### config.mk
export PLATFORM = sky130hd
export DESIGN_NAME = la_sram_reader
export DESIGN_NICKNAME = d
export VERILOG_FILES = /design/src/rtl/la_pkg.sv /design/src/rtl/sqi_nibble_shifter.sv /design/src/rtl/la_sram_reader.sv
export SDC_FILE = /design/constraint.sdc
export NUM_CORES = 1
export LEC_CHECK = 0
export ABC_AREA = 1
export ABC_CLOCK_PERIOD_IN_PS = 2000
export BUFFER_PORTS_ARGS = -buffer_cell sky130_fd_sc_hd__buf_2
export CAP_MARGIN = 25
export CORE_MARGIN = 2
export CORE_UTILIZATION = 55
export CTS_BUF_LIST = sky130_fd_sc_hd__clkbuf_4 sky130_fd_sc_hd__clkbuf_8 sky130_fd_sc_hd__clkbuf_16
export DETAILED_ROUTE_END_ITERATION = 16
export PLACE_DENSITY = 0.8
export SYNTH_ARGS = -nofsm -noshare
export SYNTH_HDL_FRONTEND = slang
export SYNTH_SLANG_ARGS = --single-unit
### constraint.sdc
create_clock -name clock -period 2 [get_ports clock]
set_clock_uncertainty 0.15 [all_clocks]
set_input_delay 0.2 -clock clock [delete_from_list [all_inputs] [get_ports clock]]
set_output_delay 0.2 -clock clock [all_outputs]
set_load 0.01 [all_outputs]
### src/rtl/la_pkg.sv
// rtl/la_pkg.sv - shared state type and SQI constants for the logic-analyzer SRAM reader
package la_pkg;

    localparam int LA_WIDTH = 8;

    localparam logic [7:0] SQI_CMD_READ = 8'h03;

    localparam int CMD_NIBBLES   = 2;
    localparam int ADDR_NIBBLES  = 6;
    localparam int DUMMY_NIBBLES = 2;

    typedef enum logic [2:0] {
        ST_IDLE,
        ST_CMD,
        ST_ADDR,
        ST_DUMMY,
        ST_DATA,
        ST_FINISH
    } rd_state_t;

endpackage

### src/rtl/sqi_nibble_shifter.sv
// rtl/sqi_nibble_shifter.sv - command+address nibble shifter, MSB nibble first, replicated on every chip lane
module sqi_nibble_shifter #(
    parameter int LANES = 2
) (
    input  logic                 clock,
    input  logic                 reset,
    input  logic                 load,
    input  logic [31:0]          load_data,
    input  logic                 shift,
    output logic [4*LANES-1:0]   sio_tdo
);

    logic [31:0] sreg;

    // Load the full header at burst start, then advance one nibble per SCK; zeros fill in behind
    always_ff @(posedge clock) begin
        if (reset) begin
            sreg <= '0;
        end else if (load) begin
            sreg <= load_data;
        end else if (shift) begin
            sreg <= {sreg[27:0], 4'h0};
        end
    end

    assign sio_tdo = {LANES{sreg[31:28]}};

endmodule

### src/rtl/la_sram_reader.sv
// rtl/la_sram_reader.sv - SQI read engine streaming samples from the LA SRAM pair; option LA_SRAM_READER_DUMMY_EN
module la_sram_reader #(
    parameter int LA_WIDTH = la_pkg::LA_WIDTH,
    parameter int LA_CHIPS = 2,
    parameter int LEN_W    = 17
) (
    input  logic                clock,
    input  logic                reset,
    input  logic                start,
    input  logic [23:0]         start_addr,
    input  logic [LEN_W-1:0]    length,
    output logic                busy,
    output logic                done,
    output logic [LA_WIDTH-1:0] sample_data,
    output logic                sample_valid,
    input  logic                sample_ready,
    output logic [LA_CHIPS-1:0] sram_clock,
    output logic [LA_CHIPS-1:0] sram_cs,
    output logic                sram_sio_oe,
    output logic [LA_WIDTH-1:0] sram_sio_tdo,
    input  logic [LA_WIDTH-1:0] sram_sio_tdi
);

    import la_pkg::*;

`ifdef LA_SRAM_READER_DUMMY_EN
    localparam rd_state_t POST_ADDR = ST_DUMMY;
`else
    localparam rd_state_t POST_ADDR = ST_DATA;
`endif

    rd_state_t          state_q, state_d;
    logic               ph_q, ph_d;
    logic [2:0]         cnt_q, cnt_d;
    logic [LEN_W-1:0]   remaining_q, remaining_d;
    logic               sck_q, sck_d;
    logic               cs_q, cs_d;
    logic               oe_q, oe_d;
    logic               busy_d, done_d, valid_d;
    logic [LA_WIDTH-1:0] data_d;
    logic               sh_load, sh_shift;
    logic [2:0]         last_cnt;
    rd_state_t          after_hdr;

    sqi_nibble_shifter #(
        .LANES (LA_WIDTH / 4)
    ) u_shifter (
        .clock     (clock),
        .reset     (reset),
        .load      (sh_load),
        .load_data ({SQI_CMD_READ, start_addr}),
        .shift     (sh_shift),
        .sio_tdo   (sram_sio_tdo)
    );

    // SCK count and successor for whichever header-type state is active
    always_comb begin
        last_cnt  = 3'(CMD_NIBBLES - 1);
        after_hdr = ST_ADDR;
        case (state_q)
            ST_ADDR: begin
                last_cnt  = 3'(ADDR_NIBBLES - 1);
                after_hdr = POST_ADDR;
            end
            ST_DUMMY: begin
                last_cnt  = 3'(DUMMY_NIBBLES - 1);
                after_hdr = ST_DATA;
            end
            default: ;
        endcase
    end

    // Next-state and next-output logic; every output is registered from these values
    always_comb begin
        state_d     = state_q;
        ph_d        = ph_q;
        cnt_d       = cnt_q;
        remaining_d = remaining_q;
        sck_d       = sck_q;
        cs_d        = cs_q;
        busy_d      = busy;
        done_d      = 1'b0;
        data_d      = sample_data;
        valid_d     = sample_valid;
        sh_load     = 1'b0;
        sh_shift    = 1'b0;

        // A handshake retires the held sample; a capture below overrides this
        if (sample_valid && sample_ready) begin
            valid_d = 1'b0;
        end

        case (state_q)
            ST_IDLE: begin
                if (start) begin
                    if (length != '0) begin
                        state_d     = ST_CMD;
                        ph_d        = 1'b0;
                        cnt_d       = '0;
                        remaining_d = length;
                        busy_d      = 1'b1;
                        cs_d        = 1'b0;
                        sh_load     = 1'b1;
                    end else begin
                        done_d = 1'b1;
                    end
                end
            end

            ST_CMD, ST_ADDR, ST_DUMMY: begin
                if (!ph_q) begin
                    ph_d  = 1'b1;
                    sck_d = 1'b1;
                end else begin
                    ph_d     = 1'b0;
                    sck_d    = 1'b0;
                    cnt_d    = cnt_q + 3'd1;
                    sh_shift = (state_q != ST_DUMMY);
                    if (cnt_q == last_cnt) begin
                        cnt_d   = '0;
                        state_d = after_hdr;
                    end
                end
            end

            ST_DATA: begin
                if (!ph_q) begin
                    // Hold SCK low while an unaccepted sample is pending so nothing is overwritten
                    if (!sample_valid || sample_ready) begin
                        if (remaining_q == '0) begin
                            state_d = ST_FINISH;
                            cs_d    = 1'b1;
                            busy_d  = 1'b0;
                            done_d  = 1'b1;
                        end else begin
                            ph_d  = 1'b1;
                            sck_d = 1'b1;
                        end
                    end
                end else begin
                    ph_d        = 1'b0;
                    sck_d       = 1'b0;
                    data_d      = sram_sio_tdi;
                    valid_d     = 1'b1;
                    remaining_d = remaining_q - LEN_W'(1);
                end
            end

            ST_FINISH: begin
                state_d = ST_IDLE;
            end

            default: begin
                state_d = ST_IDLE;
            end
        endcase

        // The engine drives SIO only while it is sending the command and address
        oe_d = (state_d == ST_CMD) || (state_d == ST_ADDR);
    end

    // State and registered outputs; reset aborts any transfer by raising CS with no done pulse
    always_ff @(posedge clock) begin
        if (reset) begin
            state_q      <= ST_IDLE;
            ph_q         <= 1'b0;
            cnt_q        <= '0;
            remaining_q  <= '0;
            sck_q        <= 1'b0;
            cs_q         <= 1'b1;
            oe_q         <= 1'b0;
            busy         <= 1'b0;
            done         <= 1'b0;
            sample_data  <= '0;
            sample_valid <= 1'b0;
        end else begin
            state_q      <= state_d;
            ph_q         <= ph_d;
            cnt_q        <= cnt_d;
            remaining_q  <= remaining_d;
            sck_q        <= sck_d;
            cs_q         <= cs_d;
            oe_q         <= oe_d;
            busy         <= busy_d;
            done         <= done_d;
            sample_data  <= data_d;
            sample_valid <= valid_d;
        end
    end

    assign sram_clock  = {LA_CHIPS{sck_q}};
    assign sram_cs     = {LA_CHIPS{cs_q}};
    assign sram_sio_oe = oe_q;

endmodule

Yosys cells after proc, flatten, opt, wreduce, memory -nomap -nowiden
Index checks and enable logic that the tools add are counted.
{ "word_totals": {"reg_bits": 70, "out_inout_bits": 24} }
{ "classes": {"n_addsub": 2, "eq_ne": 17, "n_mux": 56, "n_reduce_logical": 21} }
{ "ops": {"columns": ["operator", "count"], "rows": [
  ["$mux W26", 2],
  ["$mux W17", 3],
  ["$mux W3", 13],
  ["$pmux W17 S2", 1],
  ["$mux W1", 30],
  ["$logic_not A17 Y1", 1],
  ["$reduce_bool A17 Y1", 1],
  ["$sub A17 B1 Y17 const B", 1],
  ["$ne A2 B2 Y1 const B", 7],
  ["$eq A3 B2 Y1 const B", 3],
  ["$pmux W3 S3", 1],
  ["$pmux W1 S2", 4],
  ["$reduce_and A4 Y1", 2],
  ["$reduce_bool A2 Y1", 4],
  ["$eq A3 B1 Y1 const B", 2],
  ["$ne A3 B3 Y1 const B", 2],
  ["$pmux W3 S2", 1],
  ["$reduce_and A3 Y1", 2],
  ["$reduce_and A6 Y1", 1],
  ["$reduce_or A2 Y1", 2],
  ["$add A3 B1 Y3 const B", 1],
  ["$eq A3 B3 Y1", 1],
  ["$eq A3 B3 Y1 const B", 1],
  ["$logic_not A3 Y1", 1],
  ["8 further kinds", 9]
]} }

Depth between registers and ports, before layout
Gate-level depths: netlist (run 1).
{ "logic_depth": {"ltp_word": 8, "mapped_depth": 12, "ltp_nobuf": 12} }

By module
A second synthesis (run 1) with hierarchy kept.
{ "unflattened": {"cells_unflattened": 584, "hier_area_um2": 3936.3} }
{ "by_module_without_submodules": {"columns": ["mod", "instances", "cells_each", "area_each_um2"], "rows": [
  ["la_sram_reader", 1, 343, 2371.0],
  ["sqi_nibble_shifter", 1, 241, 1565.3]
]} }

Worst setup path after synthesis (run 1)
Ideal clock, no wire load.
{ "synth_timing": {"path_kind": "flip-flop to flip-flop", "from": "register remaining_q[0]", "to": "register remaining_q[10]", "setup_ns": 0.117, "t_arrival_ns": 1.337, "t_required_ns": 1.733, "slack_ns": 0.396, "stages_incl_launch_ff": 12, "n_path_buf": 0, "cell_sequence": "dfxtp_1 -> inv_1 -> ha_1 -> inv_1 -> nor2_1 -> nand2_1 -> nor2_1 -> a21boi_0 -> o21ai_0 -> nand2_1 -> nor2_1 -> nor2_1"} }
{ "synth_via": {"elab_chain_len": 3} }
{ "synth_rtl": {"columns": ["item", "line", "rtl"], "rows": [
  ["from (decl)", "la_sram_reader.sv:35", "logic [LEN_W-1:0] remaining_q, remaining_d;"],
  ["from (signal assigned)", "la_sram_reader.sv:180", "remaining_q <= remaining_d;"],
  ["$sub A17 B1 Y17", "la_sram_reader.sv:145", "remaining_d = remaining_q - LEN_W'(1);"],
  ["$mux W17", "la_sram_reader.sv:127", "if (!ph_q) begin"],
  ["$pmux W17 S2", "la_sram_reader.sv:93", "case (state_q)"]
]} }
Every way passes these cells. The select of a mux whose other input is x is not followed.
A chain may end at the register's enable or synchronous reset.

Worst setup path after layout (run 1)
Same ends and word-level chain as after synthesis.

==> summary.txt, run 1 <==
Layout
  – Area grow syn2layout: 24.2%
  – Area occupied by registers: 1400 um^2
  – Layout filler cell count: ~520
  – Share of cells above drive strength 1: 18.0%
  – Multi-input logic area: roughly 1900 um^2
  – Post-Layout Cell Count: about 740
  – Diodes inserted: 0
  – Final Net Count: approximately 710

Run status
  – Run status: complete, but fails checks
  – Failing checks: design-rule violations

Power and ir drop
  – Leakage: 2.16 nW
  – Peak VDD IR: about 0.00051 V
  – PwrDens: about 750 nW/um^2

Timing
  – F_max: 0.546 GHz
  – RSZ-0062 raised after global routing: no
  – Slew @ Worst Pin: between 0.5 and 0.6 ns
  – Fin Setup TNS: 0 ns
  – Final hold vios: 0
  – Crit share post-route: 91.6%
  – Setup violators final: 0
  – Max-Slew Margin vs Limit: between 60% and 70%
  – Final slew viol count: 0
  – Setup ws final: roughly 0.17 ns
  – Post-layout min period: 1.83 ns

Placement
  – Dpl ws: 0.161 ns
  – Placed cell count: slightly below 700
  – Final HPWL DP: between 5 and 6 mm
  – RD Place Congestion: 0.866
  – IO Port Bufs: 76

Worst setup path
  – CP Cell Sequence: inv_1 > ha_1 > inv_1 > nor2_1 > nand2_1 > nor2_2 > a21boi_0 > o21ai_0 > nand2_1 > nor2_1 > nor2_1
  – CP required: about 2.1 ns
  – Worst setup SP type: register
  – Critical Path AT: ~1.9 ns
  – Critical Path Max Stage Delay: 0.32 ns
  – Crit path buffers/inverters: 2
  – CP dominant cell by count: nor2_1
  – Kind of critical path: register to register
  – Worst Path Max Fanout: 4
  – Slowest CP cell: dfxtp_1
  – CP delay by family, top: simple AND/OR/NAND/NOR gates
  – CP Capture Type: register

Clocking
  – H-tree Lvls: 3
  – CTS Root Cell: clkbuf_8
  – Clock latency on the worst-skew pair: roughly 0.35 ns
  – Post-CTS Setup Inserts: 0
  – CTS Sinks: 70
  – Num CTS Buffers: 9
  – Clk buf depth: 2
  – CTS tree: built
  – CTS clk-pin slew, worst paths: ~0.08 ns

Drt
  – Final WL: roughly 9.4 mm
  – Routed vias: between 3000 and 4000
  – Post-DR wirelength/cell: between 10 and 15 um
  – DR pass1 iterations: 14
  – DR iter-0 viols: 231
  – DR vias/cell: between 5 and 6
  – Antenna Nets Post-Route: 0
  – Drt drc: 5

GRT
  – First-pass GRT wire length: around 16 mm
  – GRT overflow: 0
  – Total GRT Usage: 26.5%
  – Initial antenna violation count: 0
  – Largest net degree at the start of global routing: 33
  – Number of global-route vias before repair: approximately 3700

Logic synthesis
  – Synth async-reset ratio: 0%
  – Top_reg_cell synth: dfxtp_1
  – Post-synthesis sequential area ratio: about two fifths
  – Mapped cell area: between 3000 and 4000 um^2
  – Synth cell types: 32
  – EDFF count, synth: 0
  – Syn Inst Count: 564
  – Post-synthesis register bit count: 70
  – Syn_nets: ~620
  – Average footprint of a synthesized cell: ~6.5 um^2
  – YS warnings: 0

Die
  – Row count: 29
  – Core ar.: roughly 6400 um^2
  – Die Wd: 85.9 um
  – Die Height: 85.9 um
  – Io pins: between 70 and 80
  – Die Area: 7370 um^2
  – Initial Utilization: 57.4%

Run
  – Max_cap viols: 0

Min path
  – Worst hold path class: input pin to register
==> area by class of cell <==
| class | count | share of cell area, % |
|---|---|---|
| clock buffers | 11 | 3.31 |
| clock inverters | 5 | 1.78 |
| inverters | 46 | 3.88 |
| multi-input cells | 412 | 41.3 |
| flip-flops and latches | 70 | 30.6 |
| well taps | 77 | 2.10 |
| repair buffers | 118 | 17.0 |
==> tightest hold or removal path: stages <==
cell     delay, ns
buf_2         0.09
nand2_1       0.05
nand2_1       0.06
nor2_1        0.03
nor2_1        0.07
==> flip-flops by register name (all words and copies together) (netlist names) <==
signal	flops
u_shifter.sreg	32
remaining_q	17
sample_data	8
cnt_q	3
state_q	3
busy	1
cs_q	1
done	1
ph_q	1
sample_valid	1
sck_q	1
sram_sio_oe	1
==> cell usage after synthesis (2+ instances only) <==
library cell  number  area [um^2]
nor3_1             5         25.0
a21oi_1           40          200
o21ai_1           13         65.1
a31oi_1            3         18.8
nand3_4            2         35.0
clkbuf_1          10         37.5
xnor2_1            2         17.5
nand2_1          145          544
buf_2              8         40.0
nor2_1           103          387
ha_1               4         50.1
nor2_4             3         33.8
o211a_1            4         40.0
buf_6              2         22.5
buf_4             15          113
nand3_1           36          180
inv_1             40          150
dfxtp_1           70         1400
nand4_1            4         25.0
o21ai_0           37          185
or2_2              4         25.0
inv_2              3         11.3
inv_4              2         12.5
==> timing repair <==
action                                  CTS  global route
endpoints found under the setup margin    0             1
hold endpoints to repair                 33             0
resized for setup                         0             1
hold buffers                             33             0
==> final timing paths <==
path                       start               to  slack (ns)  cells past startpoint
setup / recovery  remaining_q[0]  remaining_q[10]        0.17                     11
hold / removal         length[9]   remaining_q[9]        0.03                      5
setup reg to reg  remaining_q[0]  remaining_q[10]        0.17                     11
hold reg to reg   sample_data[5]   sample_data[5]        0.31                      2
==> where the power goes <==
group          internal (mW)  switching, mW
sequential              1.48         0.0586
combinational          0.234          0.329
clock                  0.770          0.544
total                   2.48          0.932
==> cells by family (layout without fill, tap and decap cells) <==
logic type,count (synthesis),count (layout),synth area share [%]
buffers and inverters,82,180,10.7
and+or+nand+nor,307,307,35.2
DFF,70,70,38.0
adders and majority gates,4,4,1.36
AOI/OAI and AO/OA,99,99,14.2
xor gates and xnor gates,2,2,0.475
==> layer usage <==
| layer | wire, um | share of wire (%) | global-route usage [%] | up-vias |
|---|---|---|---|---|
| met5 | 0 | 0 | 0 | - |
| met1 | 4000 | 43 | 30.3 | 1766 |
| met4 | 308 | 3.3 | 11.7 | 0 |
| li1 | - | - | - | 1979 |
| met2 | 4560 | 48 | 45.8 | 133 |
| met3 | 534 | 5.7 | 7.89 | 31 |
==> cells in the final DEF (no fill, tap or decap), types with 2 or more instances in the layout <==
master	count
ha_1	4
inv_1	40
dfxtp_1	70
inv_4	2
xnor2_1	2
nor2_4	3
nor3_1	5
inv_2	3
buf_4	9
o211a_1	4
a31oi_1	3
nand4_1	4
buf_2	76
clkbuf_8	11
dlygate4sd3_1	33
or2_2	4
bufinv_16	2
o21ai_1	13
nand2_1	145
o21ai_0	37
nand3_4	2
a21oi_1	40
nand3_1	36
nor2_1	102
==> through the flow <==
stage | util [%] | hold WS (ns) | cell area [um^2] | power, mW
floorplan | - | 0.185 | 3680 | 1.93
CTS | 71.2 | 0.0112 | 4570 | 3.42
global placement | 62.5 | 0.279 | 4010 | 2.05
global route | 71.3 | 0.0181 | 4580 | 3.58
finish | 71.3 | 0.0252 | 4580 | 3.41
detailed placement | 62.5 | 0.277 | 4010 | 2.06
Power figures use the tool's default switching activity.
==> run 2: changes to the inputs <==
--- a/config.mk
+++ b/config.mk
@@ -9,6 +9,7 @@
 export ABC_CLOCK_PERIOD_IN_PS = 2000
 export BUFFER_PORTS_ARGS = -buffer_cell sky130_fd_sc_hd__buf_2
 export CAP_MARGIN = 25
+export CORE_ASPECT_RATIO = 0.5
 export CORE_MARGIN = 2
 export CORE_UTILIZATION = 55
 export CTS_BUF_LIST = sky130_fd_sc_hd__clkbuf_4 sky130_fd_sc_hd__clkbuf_8 sky130_fd_sc_hd__clkbuf_16
==> summary.txt, run 2 (synthesized netlist as in run 1, its figures left out) <==
Placement
  – IO Port Bufs: 76 (unchanged)
  – Placed cell count: 708 (was 690)
  – Area post-placement: 4050 um^2 (was 4010 um^2)
  – RD Place Congestion: 0.871 (was 0.866)
  – Final HPWL DP: 6.14 mm (was 5.94 mm)

Drt
  – Antenna Nets Post-Route: 0 (unchanged)
  – Met2 routed WL: 4.15 mm (was 4.56 mm)
  – Final WL: 9.22 mm (was 9.41 mm)
  – Highest routed layer: met4 (unchanged)
  – Total length of routed met3 wires: 578 um (was 534 um)
  – Routed vias: 3769 (was 3909)
  – Wl on met1: 4.37 mm (was 4.00 mm)
  – DR vias/cell: 5.02 (was 5.29)
  – DR pass1 iterations: 5 (was 14)
  – Post-DR wirelength/cell: 12.3 um (was 12.7 um)
  – DR iter-0 viols: 287 (was 231)
  – Drt drc: 0 (was 5)

Worst setup path
  – Worst Path Max Fanout: 4 (unchanged)
  – Worst setup SP type: register (unchanged)
  – CP required: 2.08 ns (was 2.10 ns)
  – Kind of critical path: register to register (unchanged)
  – CP Capture Type: register (unchanged)
  – Critical Path AT: 1.85 ns (was 1.93 ns)

Timing
  – Final slew viol count: 0 (unchanged)
  – Fin Setup TNS: 0 ns (unchanged)
  – RSZ-0062 raised after global routing: no (unchanged)
  – F_max: 0.564 GHz (was 0.546 GHz)
  – Final hold vios: 0 (unchanged)
  – Max-Slew Margin vs Limit: 67.3% (was 64.6%)
  – Crit share post-route: 88.7% (was 91.6%)
  – Setup violators final: 0 (unchanged)
  – Post-layout min period: 1.77 ns (was 1.83 ns)
  – Slew @ Worst Pin: 0.491 ns (was 0.531 ns)

Layout
  – Post-Layout Cell Count: 751 (was 739)
  – Most flop-heavy register: u_shifter.sreg (unchanged)
  – Share of cells above drive strength 1: 18.5% (was 18.0%)
  – Area grow syn2layout: 25.6% (was 24.2%)
  – Most frequent cells in the layout: 145 x nand2_1, 101 x nor2_1, 76 x buf_2 (was 145 x nand2_1, 102 x nor2_1, 76 x buf_2)
  – Post-route cell area: 4630 um^2 (was 4580 um^2)
  – Final Net Count: 712 (was 714)
  – Layout Utilization: 70.4% (was 71.3%)
  – Max reg flops: 32 (unchanged)
  – Diodes inserted: 0 (unchanged)
  – Largest regs: u_shifter.sreg: 32 flops, remaining_q: 17 flops, sample_data: 8 flops (unchanged)
  – Commonest non-fill, non-tap cell in the layout: nand2_1 (unchanged)

Power and ir drop
  – PwrDens: 792 nW/um^2 (was 746 nW/um^2)
  – Peak VDD IR: 0.000389 V (was 0.000507 V)
  – Leakage: 2.18 nW (was 2.16 nW)

GRT
  – Number of global-route vias before repair: 3233 (was 3697)
  – GRT overflow: 0 (unchanged)
  – Initial antenna violation count: 0 (unchanged)
  – First-pass GRT wire length: 14.8 mm (was 15.6 mm)
  – Largest net degree at the start of global routing: 33 (unchanged)
  – Total GRT Usage: 25.8% (was 26.5%)

Clocking
  – Post-CTS Setup Inserts: 0 (unchanged)
  – Clock latency on the worst-skew pair: 0.34 ns (was 0.35 ns)
  – Clk buf depth: 2 (unchanged)
  – CTS clk-pin slew, worst paths: 0.06 ns (was 0.08 ns)
  – CTS Root Cell: clkbuf_16 (was clkbuf_8)
  – Num CTS Buffers: 9 (unchanged)
  – CTS Sinks: 70 (unchanged)
  – H-tree Lvls: 3 (unchanged)
  – CTS tree: built (unchanged)

Run
  – Max_cap viols: 0 (unchanged)

Die
  – Die Wd: 120 um (was 85.9 um)
  – Io pins: 77 (unchanged)
  – Initial Utilization: 56.1% (was 57.4%)
  – Core ar.: 6570 um^2 (was 6420 um^2)
  – Row count: 21 (was 29)
  – Die Height: 61.9 um (was 85.9 um)
  – Die Area: 7410 um^2 (was 7370 um^2)

Min path
  – Worst hold path class: input pin to register (unchanged)

Run status
  – Run status: completed (was complete, but fails checks)
## run 2: cell types whose count changed in the layout (fill, tap and decap cells not counted)
cell           previous run  this run
clkinv_2                  1         2
clkbuf_16                 0         9
nor2_2                    1         2
clkinvlp_4                1         2
buf_4                     9        12
dlygate4sd3_1            33        28
clkbuf_8                 11         0
nor2_1                  102       101
bufinv_16                 2         1
## run 2: worst paths after layout
path	from	end	slack (ns)	cells after the start
worst min-delay path	start_addr[8]	u_shifter.sreg[8]	0.004	3
worst max register to register	remaining_q[0]	remaining_q[10]	0.23	11
worst max-delay path	remaining_q[0]	remaining_q[10]	0.23	11
worst min register to register	sample_data[2]	sample_data[2]	0.31	2
## run 2: critical path, cell delays in order (launching register included)
cell	delay (ns)
dfxtp_1	0.32
inv_1	0.11
ha_1	0.17
inv_1	0.04
nor2_1	0.15
nand2_1	0.12
nor2_2	0.14
a21boi_0	0.10
o21ai_0	0.15
nand2_1	0.06
nor2_1	0.10
nor2_1	0.05
## run 2: metal layers
metal,global-route usage [%],up-vias
met1,33.5,1666
met2,42.2,114
met5,0,-
met3,6.75,15
li1,-,1974
met4,11.1,0
## run 2: power breakdown
part	switching (mW)	internal (mW)
registers	0.0583	1.48
clock network	0.613	0.954
logic	0.327	0.233
total	0.998	2.67
## run 2: area by class of cell
class | instances | area, um^2
clock buffer | 9 | 225
clock inverter | 6 | 63.8
fill | 564 | 1940
inverter | 46 | 178
multi-input combinational | 412 | 1890
sequential | 70 | 1400
tap | 92 | 115
timing repair buffer | 116 | 751
## run 2: what timing repair did
item                       4_1_cts  5_1_grt
setup endpoints to repair        0        3
hold buffers                    28        0
hold endpoints to repair        28        0
gates resized for setup          0        2
## run 2: per-stage QoR
stage	worst slack [ns]	hold WS [ns]	total power [mW]
after floorplan	0.396	0.185	1.93
after global placement	0.231	0.271	2.06
after detailed placement	0.207	0.279	2.07
after CTS	0.191	0.00150	3.67
after global routing	0.0429	0.0237	3.84
final	0.226	0.00433	3.66
==> run 3: changes to the inputs <==
--- a/config.mk
+++ b/config.mk
@@ -6,15 +6,16 @@
 export NUM_CORES = 1
 export LEC_CHECK = 0
 export ABC_AREA = 1
-export ABC_CLOCK_PERIOD_IN_PS = 2000
+export ABC_CLOCK_PERIOD_IN_PS = 1700
 export BUFFER_PORTS_ARGS = -buffer_cell sky130_fd_sc_hd__buf_2
 export CAP_MARGIN = 25
 export CORE_ASPECT_RATIO = 0.5
 export CORE_MARGIN = 2
-export CORE_UTILIZATION = 55
+export CORE_UTILIZATION = 56
 export CTS_BUF_LIST = sky130_fd_sc_hd__clkbuf_4 sky130_fd_sc_hd__clkbuf_8 sky130_fd_sc_hd__clkbuf_16
 export DETAILED_ROUTE_END_ITERATION = 16
-export PLACE_DENSITY = 0.8
+export PLACE_DENSITY = 0.81
 export SYNTH_ARGS = -nofsm -noshare
 export SYNTH_HDL_FRONTEND = slang
+export SYNTH_HIERARCHICAL = 1
 export SYNTH_SLANG_ARGS = --single-unit
==> constraint.sdc (replaced) <==
create_clock -name clock -period 1.7 [get_ports clock]
set_clock_uncertainty 0.15 [all_clocks]
set_input_delay 0.17 -clock clock [delete_from_list [all_inputs] [get_ports clock]]
set_output_delay 0.17 -clock clock [all_outputs]
set_load 0.01 [all_outputs]
==> summary.txt, run 3 <==
Power and ir drop
  – Combinational fraction of design power: 20.1% (was 15.3%)
  – Switching Share: 28.0% (was 27.2%)
  – Peak VDD IR: 0.000603 V (was 0.000389 V)
  – Switching power: 1.35 mW (was 998 uW)
  – Clk pwr share: 42.0% (was 42.8%)
  – Power share of the sequential group: 37.8% (was 41.9%)
  – Leakage: 2.86 nW (was 2.18 nW)
  – Int Power: 3.47 mW (was 2.67 mW)
  – PwrDens: 869 nW/um^2 (was 792 nW/um^2)

Timing
  – Setup violators final: 4 (was 0)
  – Post-layout min period: 1.74 ns (was 1.77 ns)
  – Crit share post-route: 102% (was 88.7%)
  – Final slew viol count: 0 (unchanged)
  – Final hold vios: 0 (unchanged)
  – F_max: 0.576 GHz (was 0.564 GHz)
  – Setup ws final: -0.0363 ns (was 0.226 ns)
  – RSZ-0062 raised after global routing: yes (was no)

Logic synthesis
  – Synth cell types: 41 (was 32)
  – Top cells by count, synth: 165 x nand2_1, 70 x dfxtp_1, 68 x nor2_1, 63 x nand3_1, 54 x inv_1 (was 145 x nand2_1, 103 x nor2_1, 70 x dfxtp_1, 40 x a21oi_1, 40 x inv_1)
  – EDFF count, synth: 0 (unchanged)
  – Most frequent cell after synthesis: nand2_1 (unchanged)
  – Post-synth top area cell: dfxtp_1 (unchanged)
  – Post-synthesis sequential area ratio: 35.6% (was 38.0%)
  – Syn Inst Count: 584 (was 564)
  – Post-synthesis register bit count: 70 (unchanged)
  – Synth top area share: 35.6% (was 38.0%)
  – Synth async-reset ratio: 0% (unchanged)
  – Average footprint of a synthesized cell: 6.74 um^2 (was 6.53 um^2)
  – Mapped cell area: 3940 um^2 (was 3680 um^2)
  – Synth area leaders: dfxtp_1 36%, nand2_1 16%, nand3_1 8.0% (was dfxtp_1 38%, nand2_1 15%, nor2_1 10%)
  – YS warnings: 6 (was 0)
  – Top_reg_cell synth: dfxtp_1 (unchanged)

Worst setup path
  – Critical Path AT: 1.82 ns (was 1.85 ns)
  – FF-to-FF path depth: 12 (was 11)
  – Reg2reg start: state_q[0] (was remaining_q[0])
  – FF-to-FF End: u_shifter/sreg[15] (was remaining_q[10])
  – Kind of critical path: register to register (unchanged)
  – Worst Path Max Fanout: 6 (was 4)
  – Reg-to-reg slack, setup: -0.04 ns (was 0.23 ns)
  – CP Capture Type: register (unchanged)
  – Worst setup SP type: register (unchanged)
  – CP required: 1.79 ns (was 2.08 ns)

Clocking
  – CTS Root Cell: clkbuf_16 (unchanged)
  – CTS Sinks: 70 (unchanged)
  – CTS clk-pin slew, worst paths: 0.06 ns (about the same)
  – Clk buf depth: 2 (unchanged)
  – Clock latency on the worst-skew pair: 0.34 ns (about the same)
  – H-tree Lvls: 3 (unchanged)
  – CTS tree: built (unchanged)
  – Num CTS Buffers: 9 (unchanged)

Die
  – Initial Utilization: 58.3% (was 56.1%)
  – Row count: 21 (unchanged)
  – Io pins: 77 (unchanged)
  – Die Height: 63.3 um (was 61.9 um)
  – Core ar.: 6750 um^2 (was 6570 um^2)
  – Die Area: 7760 um^2 (was 7410 um^2)
  – Die Wd: 123 um (was 120 um)

Drt
  – Drt drc: 0 (unchanged)
  – DR vias/cell: 5.27 (was 5.02)
  – Antenna Nets Post-Route: 0 (unchanged)
  – Routed vias: 4366 (was 3769)
  – DR pass1 iterations: 6 (was 5)
  – DR iter-0 viols: 427 (was 287)
  – Final WL: 12.1 mm (was 9.22 mm)
  – Post-DR wirelength/cell: 14.6 um (was 12.3 um)

Layout
  – Layout filler cell count: 401 (was 564)
  – Final Net Count: 788 (was 712)
  – Share of cells above drive strength 1: 32.9% (was 18.5%)
  – Post-route cell area: 5560 um^2 (was 4630 um^2)
  – Diodes inserted: 0 (unchanged)
  – Area grow syn2layout: 41.2% (was 25.6%)
  – Max reg flops: 32 (unchanged)
  – Layout Utilization: 82.3% (was 70.4%)
  – Commonest non-fill, non-tap cell in the layout: nand2_1 (unchanged)
  – Most frequent cells in the layout: 146 x nand2_1, 76 x buf_2, 67 x dfxtp_1 (was 145 x nand2_1, 101 x nor2_1, 76 x buf_2)
  – Largest regs: u_shifter/sreg: 32 flops, remaining_q: 17 flops, sample_data: 8 flops (was u_shifter.sreg: 32 flops, remaining_q: 17 flops, sample_data: 8 flops)
  – Most flop-heavy register: u_shifter/sreg (was u_shifter.sreg)

GRT
  – First-pass GRT wire length: 17.3 mm (was 14.8 mm)
  – Total GRT Usage: 28.7% (was 25.8%)
  – Initial antenna violation count: 0 (unchanged)
  – GRT overflow: 0 (unchanged)
  – Number of global-route vias before repair: 3880 (was 3233)
  – Largest net degree at the start of global routing: 26 (was 33)

Min path
  – Min-Delay Path Depth: 5 (was 3)
  – Worst hold path class: input pin to register (unchanged)
  – Hold path start: start_addr[16] (was start_addr[8])
  – WHS Endpoint: u_shifter/sreg[16] (was u_shifter.sreg[8])

Placement
  – IO Port Bufs: 76 (unchanged)
  – Dpl ws: -0.0783 ns (was 0.207 ns)
  – Area post-placement: 4560 um^2 (was 4050 um^2)
  – RD Place Congestion: 0.883 (was 0.871)
  – Final HPWL DP: 6.61 mm (was 6.14 mm)

Run
  – Max_cap viols: 0 (unchanged)

Run status
  – Failing checks: negative setup slack
  – Run status: complete, but fails checks (was completed)
-- run 3: cell types whose count changed in the layout (fill, tap and decap cells not counted), moves of 12 or more --
cell	previous run	this run
nand3_2	1	17
buf_4	12	46
a21oi_1	40	17
nand3_1	36	53
nor2_1	101	61
o21ai_0	37	23
nand2_2	1	18
a21oi_2	0	12
-- run 3: layer usage --
layer / track usage, % / vias to the layer above / wire length [um]
li1: - / 2120 / -
met1: 32.6 / 2003 / 4740
met2: 50.0 / 203 / 6140
met3: 10.1 / 40 / 836
met4: 9.91 / 0 / 403
met5: 0 / - / 0
-- run 3: repair_timing --
action                                  CTS  global route
hold buffers                             34             0
gates resized for setup                   4            51
gates cloned                              0             4
setup buffers                             0            14
pin swaps                                 1             6
endpoints found under the setup margin   17            39
endpoints found under the hold margin    35             0
-- run 3: area by class of cell --
cell class,instances,area (um^2),area share (%)
Inverter,63,241,4.35
Timing Repair Buffer,165,1220,22.0
Sequential cell,70,1410,25.3
Clock buffer,9,225,4.05
Multi-Input combinational cell,422,2250,40.5
Tap cell,92,115,2.07
Clock inverter,7,97.6,1.76
-- run 3: worst max path at each step --
stage,from,end,slack (ns),depth (start not counted)
final,state_q[0],u_shifter/sreg[15],-0.04,12
after global routing,state_q[0],u_shifter/sreg[15],-0.11,12
after CTS,remaining_q[0],remaining_q[8],0.005,8
after detailed placement,length[0],u_shifter/sreg[7],-0.08,12
after global placement,length[0],u_shifter/sreg[30],-0.03,12
after floorplan,state_q[1],u_shifter/sreg[6],0.01,12
-- run 3: logic make-up after synthesis --
family,share of synthesized area [%]
other,0.191
DFF,35.6
and+or+nand+nor,37.7
AOI/OAI and AO/OA,10.7
xor gates and xnor gates,1.34
adders and majority gates,1.27
muxes,1.02
buffers and inverters,12.2
-- run 3: power by group through the flow --
stage / clock (mW) / combinational, mW / sequential (mW)
3_3_place_gp: 0 / 0.738 / 1.84
5_1_grt: 2.13 / 1.06 / 1.83
4_1_cts: 2.05 / 0.827 / 1.81
6_report: 2.03 / 0.972 / 1.83
3_5_place_dp: 0 / 0.753 / 1.85
2_1_floorplan: 0 / 0.526 / 1.84
-- run 3: worst max-delay path, stage by stage, from the launching register on --
cell and delay [ns]:
dfxtp_4 0.36, nor2_4 0.12, nand2_2 0.09, nor2_4 0.12, nand2_4 0.10, inv_6 0.09, nor2_4 0.04, buf_12 0.14
clkbuf_16 0.15, nand2_2 0.06, nand3_1 0.07, nand2_1 0.08, inv_1 0.05
-- run 3: stage by stage --
step	total power, mW	std cells	hold slack, ns	TNS (ns)
finish	4.83	828	0.00203	-0.0974
detailed placement	2.60	765	0.257	-1.42
floorplan	2.36	590	0.0824	0
global placement	2.58	765	0.244	-0.396
global route	5.03	828	0.0112	-1.93
CTS	4.69	815	0.000954	0
